===== config.mk =====
export PLATFORM = sky130hd
export DESIGN_NAME = branch_resolve_unit
export DESIGN_NICKNAME = d
export VERILOG_FILES = /design/src/rtl/branch_resolve_unit.sv
export SDC_FILE = /design/constraint.sdc
export NUM_CORES = 1
export LEC_CHECK = 0
export ABC_AREA = 1
export CAP_MARGIN = 30
export CORE_AREA = 2 2 144 146
export CTS_CLUSTER_SIZE = 24
export DETAILED_ROUTE_END_ITERATION = 16
export DIE_AREA = 0 0 146 148
export MAX_ROUTING_LAYER = met4
export PLACE_DENSITY_LB_ADDON = 0.25
export SLEW_MARGIN = 40
export SYNTH_ARGS = -nofsm -noshare
export SYNTH_HDL_FRONTEND = slang
export SYNTH_SLANG_ARGS = --single-unit

===== constraint.sdc =====
create_clock -name clk_i -period 2.3 [get_ports clk_i]
set_input_delay 0.575 -clock clk_i [delete_from_list [all_inputs] [get_ports clk_i]]
set_output_delay 0.575 -clock clk_i [all_outputs]
set_load 0.05 [all_outputs]

===== src/rtl/branch_resolve_unit.sv =====
// rtl/branch_resolve_unit.sv - ID-stage branch redirect and EX-stage resolution with predictor update
//
// Purpose:
//   Issues the speculative redirect for a predicted-taken conditional branch in
//   ID, carries the prediction into EX, checks it against the resolved outcome,
//   flushes and redirects on a mispredict, drives the predictor update and keeps
//   saturating branch / mispredict statistics.
//
// Ports:
//   clk_i          rising-edge clock
//   rst_i          asynchronous active-low reset
//   stall_i        load-use stall: ID holds, a bubble enters EX
//   id_branch_i    conditional branch valid in ID
//   id_pc_i        PC of the ID instruction
//   id_target_i    branch target computed in ID
//   predict_i      predictor output, 1 = taken
//   ex_taken_i     resolved outcome of the EX branch
//   redirect_o     PC mux select (load redirect_pc_o next edge)
//   redirect_pc_o  next fetch PC when redirect_o=1, else 0
//   flush_if_o     squash the IF/ID register
//   flush_id_o     squash the ID/EX register
//   update_o       predictor update strobe
//   result_o       predictor training value (actual outcome)
//   branch_cnt_o   resolved branch count (saturating)
//   mispred_cnt_o  mispredicted branch count (saturating)

module branch_resolve_unit #(
    parameter int PC_W  = 32,
    parameter int CNT_W = 16
) (
    input  logic             clk_i,
    input  logic             rst_i,
    input  logic             stall_i,
    input  logic             id_branch_i,
    input  logic [PC_W-1:0]  id_pc_i,
    input  logic [PC_W-1:0]  id_target_i,
    input  logic             predict_i,
    input  logic             ex_taken_i,
    output logic             redirect_o,
    output logic [PC_W-1:0]  redirect_pc_o,
    output logic             flush_if_o,
    output logic             flush_id_o,
    output logic             update_o,
    output logic             result_o,
    output logic [CNT_W-1:0] branch_cnt_o,
    output logic [CNT_W-1:0] mispred_cnt_o
);

    // EX record
    logic             ex_valid_q,  ex_valid_d;
    logic             ex_pred_q,   ex_pred_d;
    logic [PC_W-1:0]  ex_pc4_q,    ex_pc4_d;
    logic [PC_W-1:0]  ex_target_q, ex_target_d;

    // statistics
    logic [CNT_W-1:0] branch_cnt_q,  branch_cnt_d;
    logic [CNT_W-1:0] mispred_cnt_q, mispred_cnt_d;

    logic mis;
    logic id_redirect;

    // Mispredict in EX: the resolved direction disagrees with what ID assumed.
    assign mis = ex_valid_q & (ex_taken_i != ex_pred_q);

    // ID redirect is suppressed on a stall (the branch is presented again and
    // will be redirected when it finally advances) and when EX mispredicts
    // (the ID branch is on the wrong path and is about to be squashed).
    assign id_redirect = id_branch_i & predict_i & ~stall_i & ~mis;

    // Combinational outputs
    always_comb begin
        redirect_o    = 1'b0;
        redirect_pc_o = '0;
        flush_if_o    = 1'b0;
        flush_id_o    = 1'b0;
        update_o      = ex_valid_q;
        result_o      = ex_valid_q & ex_taken_i;

        if (mis) begin
            // EX recovery wins over any ID redirect
            redirect_o    = 1'b1;
            redirect_pc_o = ex_taken_i ? ex_target_q : ex_pc4_q;
            flush_if_o    = 1'b1;
            flush_id_o    = 1'b1;
        end else if (id_redirect) begin
            redirect_o    = 1'b1;
            redirect_pc_o = id_target_i;
            flush_if_o    = 1'b1;
        end
    end

    // Next-state for the EX record
    always_comb begin
        ex_valid_d  = ex_valid_q;
        ex_pred_d   = ex_pred_q;
        ex_pc4_d    = ex_pc4_q;
        ex_target_d = ex_target_q;

        if (mis || stall_i) begin
            // bubble; stale payload fields are don't-care behind ex_valid=0
            ex_valid_d = 1'b0;
        end else begin
            ex_valid_d  = id_branch_i;
            ex_pred_d   = predict_i;
            ex_pc4_d    = id_pc_i + PC_W'(4);
            ex_target_d = id_target_i;
        end
    end

    // Next-state for the saturating counters
    always_comb begin
        branch_cnt_d  = branch_cnt_q;
        mispred_cnt_d = mispred_cnt_q;

        if (ex_valid_q && (branch_cnt_q != {CNT_W{1'b1}})) begin
            branch_cnt_d = branch_cnt_q + CNT_W'(1);
        end
        if (mis && (mispred_cnt_q != {CNT_W{1'b1}})) begin
            mispred_cnt_d = mispred_cnt_q + CNT_W'(1);
        end
    end

    always_ff @(posedge clk_i or negedge rst_i) begin
        if (!rst_i) begin
            ex_valid_q    <= 1'b0;
            ex_pred_q     <= 1'b0;
            ex_pc4_q      <= '0;
            ex_target_q   <= '0;
            branch_cnt_q  <= '0;
            mispred_cnt_q <= '0;
        end else begin
            ex_valid_q    <= ex_valid_d;
            ex_pred_q     <= ex_pred_d;
            ex_pc4_q      <= ex_pc4_d;
            ex_target_q   <= ex_target_d;
            branch_cnt_q  <= branch_cnt_d;
            mispred_cnt_q <= mispred_cnt_d;
        end
    end

    assign branch_cnt_o  = branch_cnt_q;
    assign mispred_cnt_o = mispred_cnt_q;

endmodule

* Word level (Yosys, flattened, before mapping)
Cells that the tools add are included.
Widths: inputs -> output; s select.
** Operators by class
- Shift-type cells :: 0
- Eq/ne operators :: 3
- Magnitude comparators :: 0
- Add/sub/neg operators :: 3
- Divide/modulo/power cells :: 0
- Bitwise gates (word level) :: 7
- Multipliers :: 0
- Multiplexer cells :: 7
- Reductions and logical operators :: 3
** Operator list (count)
- $mux 32 :: 3
- $add 16x1->16 const B :: 2
- $add 32x3->32 const B :: 1
- $ne 16x16->1 const B :: 2
- $and 1x1->1 :: 5
- $mux 1 :: 4
- $logic_and 1x1->1 :: 2
- $not 1->1 :: 2
- $logic_or 1x1->1 :: 1
- $ne 1x1->1 :: 1
** Word-level totals
- Bits in registers :: 98
- Output and inout bits :: 69
- Word-level logic and storage cells :: 29
- Bits in latches :: 0
- Memories :: 0
- RAM bits :: 0
- Memory bits (read-only) :: 0

* Longest topological paths before layout
- Depth after elaboration :: 6
- Depth in mapped cells :: 9
- Mapped depth without buffers :: 9

* Worst setup path before layout
No wires, ideal clock.
- Path type :: reg2out
- Start :: reg ex_valid_q (netlist: update_o)
- End :: out redirect_pc_o[10]
- Arrival :: 2.436 ns
- Path slack :: -0.711 ns
- Cell stages (with the launch flop) :: 6
- Data required time :: 1.725 ns
- Cell sequence :: dfrtp_1 > nand2_2 > nor2_4 > inv_2 > clkbuf_1 > o21ai_0
** On the way
- Word-level cells in the longest chain between the ends :: 5
** RTL lines
- start, declared :: RTL line 50 : logic ex_valid_q, ex_valid_d;
- start signal, assigned :: RTL line 132 : ex_valid_q <= ex_valid_d;
- $and 1x1->1 (*) :: RTL line 63 : assign mis = ex_valid_q & (ex_taken_i != ex_pred_q);
- $not 1->1 :: RTL line 68 : assign id_redirect = id_branch_i & predict_i & ~stall_i & ~mis;
- $and 1x1->1 :: RTL line 68
- $mux 32 :: RTL line 85 : end else if (id_redirect) begin
- $mux 32 (*) :: RTL line 79 : if (mis) begin
- end, declared :: RTL line 40 : output logic [PC_W-1:0] redirect_pc_o,
Every way passes the cells marked *; elsewhere a longest branch is shown, timed or not.

* Final worst setup path
- Start :: reg ex_pred_q
- End :: out redirect_pc_o[24]
** On the way
- Word-level cells in the longest chain between the ends :: 6
** RTL lines
- start, declared :: RTL line 51 : logic ex_pred_q, ex_pred_d;
- start signal, assigned :: RTL line 133 : ex_pred_q <= ex_pred_d;
- $ne 1x1->1 (*) :: RTL line 63
- $and 1x1->1 (*) :: RTL line 63
- $not 1->1 :: RTL line 68
- $and 1x1->1 :: RTL line 68
- $mux 32 :: RTL line 85
- $mux 32 (*) :: RTL line 79
Marked as above.

==> results_dict.tcl <==
set metrics [dict create \
    tns_ns -2.31 \
    std_cell_rows 52 \
    hpwl_um 13500 \
    dp_worst_setup_slack_ns -0.286 \
    start_util 0.297 \
    hold_viol_final 0 \
    final_common_cell "nand2_1" \
    diodes 0 \
    nets 1106 \
    skew_ns 0.00640 \
    crit_buf_inv 3 \
    synth_seq_area_share 0.412 \
    crit_type "reg -> out" \
    cts_tree "built" \
    path_max_fanout 10 \
    clockBufferDepth 2 \
    violations "negative setup slack" \
    io_pins 139 \
    route.vias.total 5897 \
    synth_top_family_by_area "simple AND/OR/NAND/NOR gates" \
    synth_fp_nets 933 \
    report.final.slew_viol_count 0 \
    cp.depth 9 \
    synth_warnings 0 \
    first_pass_iters 4 \
    drtIter0Drc 227 \
    cp_top_family "simple AND/OR/NAND/NOR gates" \
    cts_buffers 9 \
    ir_drop_uv 364 \
    wl_per_cell_um 13.2 \
    worstPathArrival_ns 1.83 \
    ff2ff_path_depth 8 \
    grt_pass1_vias 5761 \
    die_area_mm2 0.0216 \
    power_frac_comb 0.325 \
    synthMuxAreaShare 0 \
    setup_violations 32 \
    grtUsageTotal 0.172 \
    clock-sinks 98 \
    power_frac_seq 0.400 \
    synth_area_per_cell_um2 6.92 \
    routed_via_density 4.52 \
    leakagePower_nw 4.06 \
    fmax_ghz 0.416 \
    insertion_delay_ns 0.35 \
    gp_congestion 0.862 \
    final_util 0.450 \
    power_density_mw_per_mm2 579 \
    yosys.area_share.simple 0.336 \
    crit_path_end_kind "output pin" \
    p_int_w 0.00344 \
    clkSlewWorstSetupHoldPaths_ns 0.07 \
    port_buffers 138 \
    final_cell_mix "327 x nand2_1, 97 x dfrtp_1, 96 x clkdlybuf4s50_1" \
    drive_above_1_share 0.164 \
    area_delta_synth_final_pct 51.6 \
    syn_inst 860 \
    die_w_um 146 \
    synth-adder-area-share 0.00630 \
    hp-class "in -> async" \
    start_kind "register" \
    grt_max_degree 66 \
    wl_um 17200 \
    cts_max_level 3 \
    min_period_over_period 1.04 \
    synth_xor_area_frac 0.0397 \
    grt_overflow 0 \
    crit_path_frequent_cell "nor2_4" \
    antenna_left 0 \
    grt_pass1_wl_um 29100 \
    p_switching_w 0.00178 \
    antenna_found_initial 0 \
    fin_crit_ns 2.40 \
    setup_ws_ns -0.102 \
    netlist-cell-type-count 33 \
    clockPowerShare 0.276 \
    drc 0 \
    root_buffer "clkbuf_16" \
    switching_share 0.341 \
    cp_cell_sequence "nor2_2 > nor2_4 > nor2_4 > inv_4 > nor2_4 > buf_8 > nand3_1 > o21ai_4 > buf_12" \
    rsz0062_at_grt "yes" \
    drv_cap 0 \
    critical_path_required_ns 1.73 \
    slowest_delay_ns 0.40 \
    synth.ff_latch_count 98 \
    synth_compound_area_frac 0.111 \
    die_h_um 148 \
    tightest_slew_ns 0.630 \
    core_area_mm2 0.0200 \
    syn-cell-area_mm2 0.00595 \
    crit_slowest_cell "dfrtp_1" \
    status "finished with violations" \
    max_slew_margin 0.580 \
]
-- layout make-up --
type                            count  area, um2
Fill cell                        2091      11000
Multi-Input combinational cell    641       3350
Sequential cell                    98       2450
Timing Repair Buffer              195       2270
Inverter                           88        338
Tap cell                          270        338
Clock buffer                       12        267
Clock inverter                      2       12.5
-- flip-flops by register name, indices dropped and copies added (netlist names) --
name / cells
ex_pc4_q: 32
update_o: 1
ex_target_q: 32
branch_cnt_o: 16
ex_pred_q: 1
mispred_cnt_o: 16
-- cell families after synthesis --
group / Yosys count
flip-flops: 98
AO/OA/AOI/OAI: 127
AND/OR/NAND/NOR: 484
XOR/XNOR: 27
adder cells (fa/ha/maj): 3
buffers and inverters: 121
-- routing by layer --
| metal | vias to the layer above | share of wire | track usage | wire [um] |
|---|---|---|---|---|
| li1 | 3065 | - | - | - |
| met1 | 2678 | 0.47 | 0.231 | 8090 |
| met2 | 137 | 0.48 | 0.270 | 8220 |
| met3 | 17 | 0.040 | 0.0296 | 681 |
| met4 | 0 | 0.014 | 0.0456 | 238 |
| met5 | - | 0 | - | 0 |
-- power by group through the flow --
| stage | logic (W) | clock network (W) | registers (W) |
|---|---|---|---|
| after floorplan | 0.000749 | 0 | 0.00231 |
| after global placement | 0.00165 | 0 | 0.00211 |
| after detailed placement | 0.00167 | 0 | 0.00212 |
| after CTS | 0.00172 | 0.00150 | 0.00209 |
| after global routing | 0.00184 | 0.00157 | 0.00212 |
| final | 0.00170 | 0.00144 | 0.00209 |
-- worst paths after layout --
path                                         start                           to  slack [ns]
min in group clk_i         ex_pc4_q[1]$_DFFE_PN0N_      ex_pc4_q[1]$_DFFE_PN0N_        0.47
min reg2reg                ex_pc4_q[1]$_DFFE_PN0N_      ex_pc4_q[1]$_DFFE_PN0N_        0.47
max reg2reg                  ex_pred_q$_DFFE_PN0N_     ex_pc4_q[22]$_DFFE_PN0N_        0.37
min                                          rst_i  branch_cnt_o[0]$_DFFE_PN0P_        0.18
max                          ex_pred_q$_DFFE_PN0N_            redirect_pc_o[24]       -0.10
max in group asynchronous                    rst_i  ex_target_q[29]$_DFFE_PN0N_        1.55
-- synthesized netlist by cell type, drive strengths merged --
master	number	area, um2
and2	1	6.26
buf	21	189
clkbuf	12	46.3
dfrtp	98	2450
ha	3	37.5
inv	88	333
nand2	332	1260
nand3	70	360
nand3b	2	15.0
nand4	6	37.5
nor2	68	283
nor3	4	31.3
o21ai	122	626
o21bai	4	30.0
o22ai	1	6.26
or2	1	6.26
xnor2	17	149
xor2	10	87.6
-- what timing repair did --
item,CTS,global route
endpoints found under the setup margin,34,34
pin swaps,7,3
setup buffers,4,1
gates resized for setup,31,3
hold buffers,0,0
cloned,0,0
-- stage by stage --
stage	std cells	cell area, um2	hold WS, ns	total power (W)
2_1_floorplan	860	6250	0.279	0.00306
6_report	1306	9020	0.178	0.00522
3_3_place_gp	1288	8560	0.454	0.00377
4_1_cts	1306	9010	0.188	0.00531
5_1_grt	1306	9020	0.212	0.00553
3_5_place_dp	1288	8560	0.459	0.00379
Note: power is estimated with default switching activity, not from simulation.
